### src/rtl/memristor_booth_pkg.sv
`default_nettype none
// ============================================================================
// Module  : memristor_booth_pkg
// Purpose : Shared definitions for the memristor bit-serial Booth multiplier:
//           FSM state encoding, Booth operation encoding, the default operand
//           width and the {top,bottom} -> Booth operation decoder.
// Ports   : none (package)
// Revision: 1.0 - initial release
// ============================================================================
package memristor_booth_pkg;

  localparam int DEFAULT_N = 4;

  typedef enum logic [1:0] {
    IDLE = 2'd0,
    RUN  = 2'd1,
    DONE = 2'd2
  } state_t;

  typedef enum logic [1:0] {
    BOOTH_NOP = 2'd0,
    BOOTH_ADD = 2'd1,
    BOOTH_SUB = 2'd2
  } booth_op_t;

  // Radix-2 Booth recoding of the pair (q[i], q[i-1]):
  // 01 -> +M, 10 -> -M, 00/11 -> 0.
  function automatic booth_op_t booth_decode(input logic top, input logic bottom);
    case ({top, bottom})
      2'b01:   return BOOTH_ADD;
      2'b10:   return BOOTH_SUB;
      default: return BOOTH_NOP;
    endcase
  endfunction

endpackage
`default_nettype wire

### src/rtl/memristor_booth_pp_unit.sv
`default_nettype none
// ============================================================================
// Module  : memristor_booth_pp_unit
// Purpose : Combinational Booth partial-product generator. Sign-extends the
//           multiplicand to 2N bits, weights it by 2^step and applies the
//           Booth operation decoded from the current pair.
// Ports   : top     - Booth pair current bit q[i]
//           bottom  - Booth pair previous bit q[i-1]
//           delta_m - signed N-bit multiplicand
//           step    - index i of the pair being consumed
//           pp      - signed 2N-bit partial product
// Revision: 1.0 - initial release
// ============================================================================
module memristor_booth_pp_unit
  import memristor_booth_pkg::*;
#(
  parameter int N      = DEFAULT_N,
  parameter int STEP_W = $clog2(N + 1)
) (
  input  logic                  top,
  input  logic                  bottom,
  input  logic signed [N-1:0]   delta_m,
  input  logic [STEP_W-1:0]     step,
  output logic signed [2*N-1:0] pp
);

  booth_op_t             op;
  logic signed [2*N-1:0] m_ext;
  logic signed [2*N-1:0] m_shift;

  always_comb begin
    op      = booth_decode(top, bottom);
    m_ext   = {{N{delta_m[N-1]}}, delta_m};
    m_shift = m_ext << step;
    case (op)
      BOOTH_ADD: pp = m_shift;
      BOOTH_SUB: pp = -m_shift;   // modulo 2^(2N); -(-2^(2N-1)) wraps harmlessly
      default:   pp = '0;
    endcase
  end

endmodule
`default_nettype wire

### src/rtl/memristor_infra_booth_4bit.sv
`default_nettype none
// ============================================================================
// Module  : memristor_infra_booth_4bit
// Purpose : Bit-serial radix-2 Booth multiplier. The multiplicand is applied
//           in parallel; the multiplier arrives LSB-first as one Booth pair
//           per clock. The edge that starts a run also consumes pair 0, so
//           the product is final after N consuming edges and is held in DONE
//           until start is released.
// Ports   : clk     - rising-edge clock
//           rst     - asynchronous active-low reset
//           start   - level run request (must fall and rise again to rerun)
//           top     - Booth pair current bit q[i]
//           bottom  - Booth pair previous bit q[i-1]
//           delta_m - signed N-bit multiplicand, stable during a run
//           result  - signed 2N-bit registered accumulator
//           done    - registered, high while in DONE
//                     (present only with MEMRISTOR_BOOTH_DONE_EN defined)
// Macro   : MEMRISTOR_BOOTH_DONE_EN - adds the done output port.
// Revision: 1.0 - initial release
// ============================================================================
module memristor_infra_booth_4bit
  import memristor_booth_pkg::*;
#(
  parameter int N = DEFAULT_N
) (
  input  logic                  clk,
  input  logic                  rst,
  input  logic                  start,
  input  logic                  top,
  input  logic                  bottom,
  input  logic signed [N-1:0]   delta_m,
  output logic signed [2*N-1:0] result
`ifdef MEMRISTOR_BOOTH_DONE_EN
  ,
  output logic                  done
`endif
);

  localparam int                STEP_W    = $clog2(N + 1);
  localparam logic [STEP_W-1:0] LAST_STEP = STEP_W'(N - 1);

  state_t                state;
  state_t                state_next;
  logic [STEP_W-1:0]     step;
  logic [STEP_W-1:0]     step_next;
  logic signed [2*N-1:0] acc;
  logic signed [2*N-1:0] acc_next;
  logic signed [2*N-1:0] pp;

  memristor_booth_pp_unit #(
    .N      (N),
    .STEP_W (STEP_W)
  ) u_pp (
    .top     (top),
    .bottom  (bottom),
    .delta_m (delta_m),
    .step    (step),
    .pp      (pp)
  );

  always_ff @(posedge clk or negedge rst) begin
    if (!rst) begin
      state <= IDLE;
      step  <= '0;
      acc   <= '0;
    end else begin
      state <= state_next;
      step  <= step_next;
      acc   <= acc_next;
    end
  end

  always_comb begin
    state_next = state;
    step_next  = step;
    acc_next   = acc;
    case (state)
      IDLE: begin
        // step is always 0 here, so pp is pair 0; the accumulator restarts
        // from zero on the same edge rather than in a separate load cycle.
        if (start) begin
          acc_next = pp;
          if (step == LAST_STEP) begin
            step_next  = '0;
            state_next = DONE;
          end else begin
            step_next  = step + STEP_W'(1);
            state_next = RUN;
          end
        end
      end
      RUN: begin
        if (!start) begin
          // Abort: keep the partial sum, rewind the pair index.
          step_next  = '0;
          state_next = IDLE;
        end else begin
          acc_next = acc + pp;
          if (step == LAST_STEP) begin
            step_next  = '0;
            state_next = DONE;
          end else begin
            step_next = step + STEP_W'(1);
          end
        end
      end
      DONE: begin
        if (!start) begin
          state_next = IDLE;
        end
      end
      default: begin
        step_next  = '0;
        state_next = IDLE;
      end
    endcase
  end

  assign result = acc;

`ifdef MEMRISTOR_BOOTH_DONE_EN
  always_ff @(posedge clk or negedge rst) begin
    if (!rst) begin
      done <= 1'b0;
    end else begin
      done <= (state_next == DONE);
    end
  end
`endif

endmodule
`default_nettype wire

### config.mk
export PLATFORM = sky130hd
export DESIGN_NAME = memristor_infra_booth_4bit
export DESIGN_NICKNAME = d
export VERILOG_FILES = /design/src/rtl/memristor_booth_pkg.sv /design/src/rtl/memristor_booth_pp_unit.sv /design/src/rtl/memristor_infra_booth_4bit.sv
export SDC_FILE = /design/constraint.sdc
export NUM_CORES = 1
export LEC_CHECK = 0
export CAP_MARGIN = 20
export CORE_MARGIN = 2
export CORE_UTILIZATION = 51
export DETAILED_ROUTE_END_ITERATION = 12
export PLACE_DENSITY = 0.77
export SLEW_MARGIN = 30
export SYNTH_ARGS = -nofsm -noshare
export SYNTH_HDL_FRONTEND = slang
export SYNTH_HIERARCHICAL = 1
export SYNTH_SLANG_ARGS = --single-unit
export TNS_END_PERCENT = 30
### constraint.sdc
create_clock -name clk -period 2.85 [get_ports clk]
set_input_delay 0.855 -clock clk [delete_from_list [all_inputs] [get_ports clk]]
set_output_delay 0.855 -clock clk [all_outputs]
set_load 0.05 [all_outputs]
* Word level (Yosys, flattened, before mapping)
Index checks and enable logic that the tools add are counted.
Operators by class: shift-type cells 1, add/subtract/negate cells 3, divide/modulo/power cells 0, muxes and demuxes 15, eq/ne operators 11, bitwise gates (word level) 1, reductions and logical operators 5, multipliers 0, magnitude comparators 0
Operators with widths (count):
- $pmux 8 s2 | 2
- $mux 8 | 2
- $mux 2 | 5
- $mux 3 | 3
- $pmux 3 s3 | 1
- $add 8x8->8 | 1
- $neg 8->8 | 1
- $shl 8x3->8 | 1
- $eq 2x1->1 const B | 3
- $eq 2x2->1 const B | 3
- $ne 2x2->1 const B | 3
- $pmux 2 s3 | 1
- $reduce_and 3->1 | 2
- $pmux 2 s2 | 1
- $add 3x1->3 const B | 1
- $eq 3x2->1 const B | 1
- $ne 3x3->1 const B | 1
- $logic_not 2->1 | 1
- $reduce_and 2->1 | 1
- $reduce_bool 2->1 | 1
- $not 1->1 | 1
Word-level totals: word-level logic and storage cells 39, bits in latches 0, bits in writable memories 0, memory bits (read-only) 0, flip-flop bits (word level) 13, memories 0

* Depth between registers and ports, before layout
depth after elaboration 7, gate-level depth with buffers 15

* Hierarchy
Netlist, hierarchy kept.
Modules (own cells, without submodules):
- memristor_infra_booth_4bit | sequential area each 325.3 um^2, instances 1, cells each 100, area each 932.1 um^2
- memristor_booth_pp_unit | sequential area each 0.0 um^2, instances 1, cells each 75, area each 563.0 um^2

* Least setup slack after synthesis
No wires, ideal clock.
path type input port to flip-flop, from input delta_m[1], to register acc[7] (netlist: result[7]), stages on the path 14, setup slack -0.295 ns, arrival time 3.049 ns, library setup time 0.095 ns, path buffers 0, required time 2.755 ns, cells stage by stage mux2_4 > nand2_1 > ha_1 > inv_1 > a211oi_2 > xnor2_1 > a22oi_1 > nor2_1 > ha_1 > a211o_1 > a31o_1 > o2111ai_1 > mux2_2 > o31ai_1
On the way: word-level cells in the longest chain between the ends 6
Ends and longest elaborated chain:
- start: declaration | line memristor_infra_booth_4bit.sv:31 | input logic signed [N-1:0] delta_m,
- $shl 8x3->8 (*) | line memristor_booth_pp_unit.sv:34 | m_shift = m_ext << step;
- $neg 8->8 | line memristor_booth_pp_unit.sv:37 | BOOTH_SUB: pp = -m_shift;
- $pmux 8 s2 (*) | line memristor_booth_pp_unit.sv:35 | case (op)
- via pp[4] | line memristor_infra_booth_4bit.sv:48 | logic signed [2*N-1:0] pp;
- $add 8x8->8 (*) | line memristor_infra_booth_4bit.sv:98 | acc_next = acc + pp;
- $mux 8 (*) | line memristor_infra_booth_4bit.sv:93 | if (!start) begin
- $pmux 8 s2 (*) | line memristor_infra_booth_4bit.sv:77 | case (state)
- end signal: assignment | line memristor_infra_booth_4bit.sv:69 | acc <= acc_next;
- end: declaration | line memristor_infra_booth_4bit.sv:46 | logic signed [2*N-1:0] acc;
Mark *: on every way through the listed nets, which the timed path passes. The rest lies on a longest branch. The select of a mux whose other input is x is not followed. A chain may end at the register's enable or synchronous reset.

* Worst setup path in the final report
from input delta_m[3], to register acc[7] (netlist: result[7])
Same word-level chain as after synthesis.

==> flow_summary.rst <==
.. list-table::
   :header-rows: 1

   * - Metric
     - Value
   * - Total number of vias
     - between 1,500 and 2,000
   * - Number of placed instances with taps included
     - 256
   * - Startpoint of the lowest-slack register-to-register path
     - step[1]
   * - Port-buffer cells
     - 16
   * - Number of I/O pins
     - 17
   * - Unrepaired setup endpoints after global routing
     - true
   * - Leakage power of the design
     - 1.14 nW
   * - Syn avg cell area
     - 8.54 um2
   * - Vias in the first global route
     - 1,862
   * - Clock latency on the worst-skew pair
     - roughly 300 ps
   * - Category of the most critical setup path
     - input port to flop
   * - Worst min-delay path endpoint
     - result[0]
   * - Highest net fanout along the worst path
     - 6
   * - Main combinational cell family by area after synthesis
     - compound AO/OA/AOI/OAI gates
   * - Routed wire per std cell
     - about 24 um
   * - Basic-gate share of the synthesized area counting and, or, nand and nor cells
     - a little over a fifth
   * - Share of the yosys chip area belonging to registers
     - approximately 22%
   * - Total placed instance area
     - slightly below 0.002 mm2
   * - Final net count
     - 273
   * - EDFF count, synth
     - 0
   * - Netlist Area Pre-Place
     - about 0.0015 mm2
   * - PwrDens
     - about 930 mW/mm2
   * - # clock sinks
     - 13
   * - Finished layout cell area
     - roughly 0.0025 mm2
   * - Cell type contributing the most total cell area after synthesis
     - sky130_fd_sc_hd__dfrtp_1
   * - Design Power
     - about 0.0023 W
   * - Ratio of routed vias to standard cells
     - between 6 and 7
   * - Die height
     - ~58 um
   * - TritonCTS Buffers
     - 3
   * - DRC violations left
     - 0
   * - CP Launch Point
     - delta_m[3]
   * - Final standard cell count with taps included and fillers excluded
     - 282
   * - Distinct cells, synth
     - 59
   * - Adder and majority cell fraction of the synthesized area
     - about a tenth
   * - Cell count after synthesis
     - ~180
   * - Worst Hold Depth
     - 2
   * - Max capacitance violation total
     - 0
   * - Post-route setup TNS
     - -1050 ps
   * - Depth of the worst register-to-register path
     - 13
   * - Final number of max-transition violations
     - 0
   * - Worst Tran Pin Value
     - approximately 660 ps
   * - Setup-failing EPs final
     - 5
   * - Crit path launch type
     - input port
   * - Synthesized netlist net count
     - 196
   * - Tightest slew margin relative to the limit
     - approximately 56%
   * - Synthesis-to-layout area growth
     - 69.2%
   * - Run status
     - complete, but fails checks
   * - Clock-pin slew on the worst setup and hold paths
     - 90 ps
   * - Final weighted congestion in routability-driven placement
     - 0.940
   * - All-layer global routing usage
     - 34.9%
   * - Core Region
     - between 0.002 and 0.003 mm2
   * - Maximum clock insertion buffer count
     - 2
   * - Final critical-path share of the clock period
     - 112%
   * - Post-DP HPWL
     - just over 3000 um
   * - CTS Root Buffer Type
     - sky130_fd_sc_hd__clkbuf_4
   * - Proportion of synthesized flip-flops having asynchronous set or reset
     - 100%
   * - Global-route wire length before repair
     - slightly below 9000 um
   * - Initial DRC Count
     - 187
   * - Width of the chip
     - 58.1 um
   * - Type of destination of the critical path
     - flop
   * - Compound-Gate Fraction of Synth Area
     - approximately 26%
   * - Flops & latches, synth
     - 13
   * - Rows
     - 19
   * - Crit Reg-Reg Endpoint
     - result[7]
   * - Largest net degree at the start of global routing
     - 14
   * - Total gr overflow
     - 0
   * - Multiplexer fraction of the synthesized cell area
     - around a tenth
   * - Initial antenna violation count
     - 0
   * - Crit path required time
     - just over 3000 ps
   * - Clock skew after layout
     - 3.02 ps
   * - Worst voltage drop across the vdd grid
     - 1.10 mV
   * - Number of levels in the clock H-tree
     - 1
   * - Launch instance of the worst min-delay path
     - result[0]
   * - Layout cell share with drive strength beyond 1
     - about 56%
   * - Number of hold violations in the final report
     - 0
   * - Achievable Freq
     - 313 MHz
   * - Antenna-violating nets left
     - 0
   * - Antenna cells
     - 0
   * - Flop2flop setup slack
     - -230 ps
   * - Syn. warnings
     - 6
   * - Post-synth top flop
     - sky130_fd_sc_hd__dfrtp_1
   * - Starting density of the core
     - between 50% and 60%
   * - Die ar.
     - ~0.0034 mm2
   * - Min cycle time layout
     - approximately 3200 ps
   * - Crit path setup slack, layout
     - -350 ps
   * - Top cell type's share of synthesized area
     - 21.8%
   * - Leading post-synthesis cells by cell area
     - sky130_fd_sc_hd__dfrtp_1 22%, sky130_fd_sc_hd__ha_1 9.2%, sky130_fd_sc_hd__mux2i_1 5.4%
   * - Worst hold path class
     - flop to flop
   * - CTS tree
     - yes
   * - Data arrival at the endpoint of the critical path
     - ~3400 ps
   * - Violations in the final reports
     - negative setup slack
   * - Utilization after layout
     - between 90% and 100%
   * - Number of iterations in the first detailed-routing pass
     - 6
   * - Post-Synth XOR/XNOR Area
     - roughly 3.5%
   * - Aggregate routed wire length
     - 6650 um
worst max-delay path, stage by stage:
cell	delay [ps]
sky130_fd_sc_hd__clkdlybuf4s15_2	250
sky130_fd_sc_hd__inv_1	70
sky130_fd_sc_hd__o21ai_1	300
sky130_fd_sc_hd__a221oi_4	140
sky130_fd_sc_hd__buf_4	170
sky130_fd_sc_hd__buf_4	120
sky130_fd_sc_hd__o311a_1	160
sky130_fd_sc_hd__nor3_4	270
sky130_fd_sc_hd__nor2_4	70
sky130_fd_sc_hd__ha_4	310
sky130_fd_sc_hd__nand4_1	120
sky130_fd_sc_hd__o221ai_2	220
sky130_fd_sc_hd__mux2i_1	230
sky130_fd_sc_hd__o31ai_1	90
where the power goes:
group,internal (W),switching (W),total (W)
registers,0.000255,0.000131,0.000386
clock network,0.0000525,0.0000741,0.000127
logic,0.000856,0.000974,0.00183
total,0.00116,0.00118,0.00234
logic make-up (layout without fill, tap and decap cells):
kind of cell    after synthesis  after routing
flops                        13             13
fa+ha+maj                    12             12
compound gates               50             50
simple gates                 61             61
buf+inv                      19             95
xor+xnor                      6              6
mux                          14             14
state kept, by name, summed over array words and instances (netlist names):
signal and count:
state 2, step 3, result 8
worst max path at each step:
stage | slack (ps) | end | cells after the start
global route | -370 | result[7] | 14
finish | -350 | result[7] | 14
floorplan | -290 | result[7] | 14
detailed placement | -970 | result[6] | 13
global placement | -860 | result[7] | 11
CTS | -120 | result[6] | 13
final cells by class:
type / count / area [um2]
Clock buffer: 3 / 22.5
Clock inverter: 1 / 5.00
Fill cell: 113 / 251
Inverter: 11 / 41.3
Multi-Input combinational cell: 143 / 1420
Sequential cell: 13 / 329
Tap cell: 31 / 38.8
Timing Repair Buffer: 80 / 669
stage by stage:
step,hold WS (ps),worst slack [ps]
global route,574,-368
floorplan,512,-295
finish,543,-350
CTS,531,-121
global placement,489,-858
detailed placement,508,-965
cell usage after synthesis, types with 2 or more instances:
master / number
sky130_fd_sc_hd__xnor2_1: 5
sky130_fd_sc_hd__and3_1: 2
sky130_fd_sc_hd__mux2i_1: 8
sky130_fd_sc_hd__buf_2: 2
sky130_fd_sc_hd__o21a_1: 2
sky130_fd_sc_hd__nand2_1: 11
sky130_fd_sc_hd__nand3_1: 6
sky130_fd_sc_hd__nand2b_1: 3
sky130_fd_sc_hd__o22ai_2: 2
sky130_fd_sc_hd__a211o_1: 3
sky130_fd_sc_hd__o21ai_0: 8
sky130_fd_sc_hd__nor2_1: 15
sky130_fd_sc_hd__mux2_2: 3
sky130_fd_sc_hd__ha_1: 11
sky130_fd_sc_hd__o22ai_1: 2
sky130_fd_sc_hd__dfrtp_1: 13
sky130_fd_sc_hd__inv_1: 11
sky130_fd_sc_hd__buf_1: 2
sky130_fd_sc_hd__a21o_1: 2
sky130_fd_sc_hd__mux2_4: 2
sky130_fd_sc_hd__nor2b_1: 4
sky130_fd_sc_hd__buf_6: 2
sky130_fd_sc_hd__and2_1: 2
sky130_fd_sc_hd__or3_1: 2
sky130_fd_sc_hd__clkbuf_1: 2
sky130_fd_sc_hd__a22oi_1: 4
sky130_fd_sc_hd__nand4_1: 3
sky130_fd_sc_hd__a21oi_1: 10
sky130_fd_sc_hd__nor3_1: 2
sky130_fd_sc_hd__or2_2: 2
layer usage:
metal	track usage [%]	wire length, um
met5	0	0
met4	10.3	477
met3	7.14	647
met2	61.2	3150
met1	43.0	2380
cell usage in the layout (no fill, tap or decap), types with 4 or more instances in the layout:
master	instances
sky130_fd_sc_hd__mux2i_1	6
sky130_fd_sc_hd__nor2_2	4
sky130_fd_sc_hd__nand2_1	7
sky130_fd_sc_hd__ha_1	4
sky130_fd_sc_hd__buf_6	8
sky130_fd_sc_hd__ha_4	5
sky130_fd_sc_hd__dfrtp_1	10
sky130_fd_sc_hd__nand2_2	4
sky130_fd_sc_hd__nand3_1	6
sky130_fd_sc_hd__nor2_1	9
sky130_fd_sc_hd__o21ai_0	6
sky130_fd_sc_hd__a21oi_2	5
sky130_fd_sc_hd__inv_1	9
sky130_fd_sc_hd__clkdlybuf4s50_1	10
sky130_fd_sc_hd__buf_4	58
timing repair:
item,4_1_cts,5_1_grt
hold buffers,0,0
gates resized for setup,74,28
endpoints found under the setup margin,7,5
pin swaps,34,15
setup buffers,18,4
endpoints found under the hold margin,0,0
Note: power is estimated with default switching activity, not from simulation.
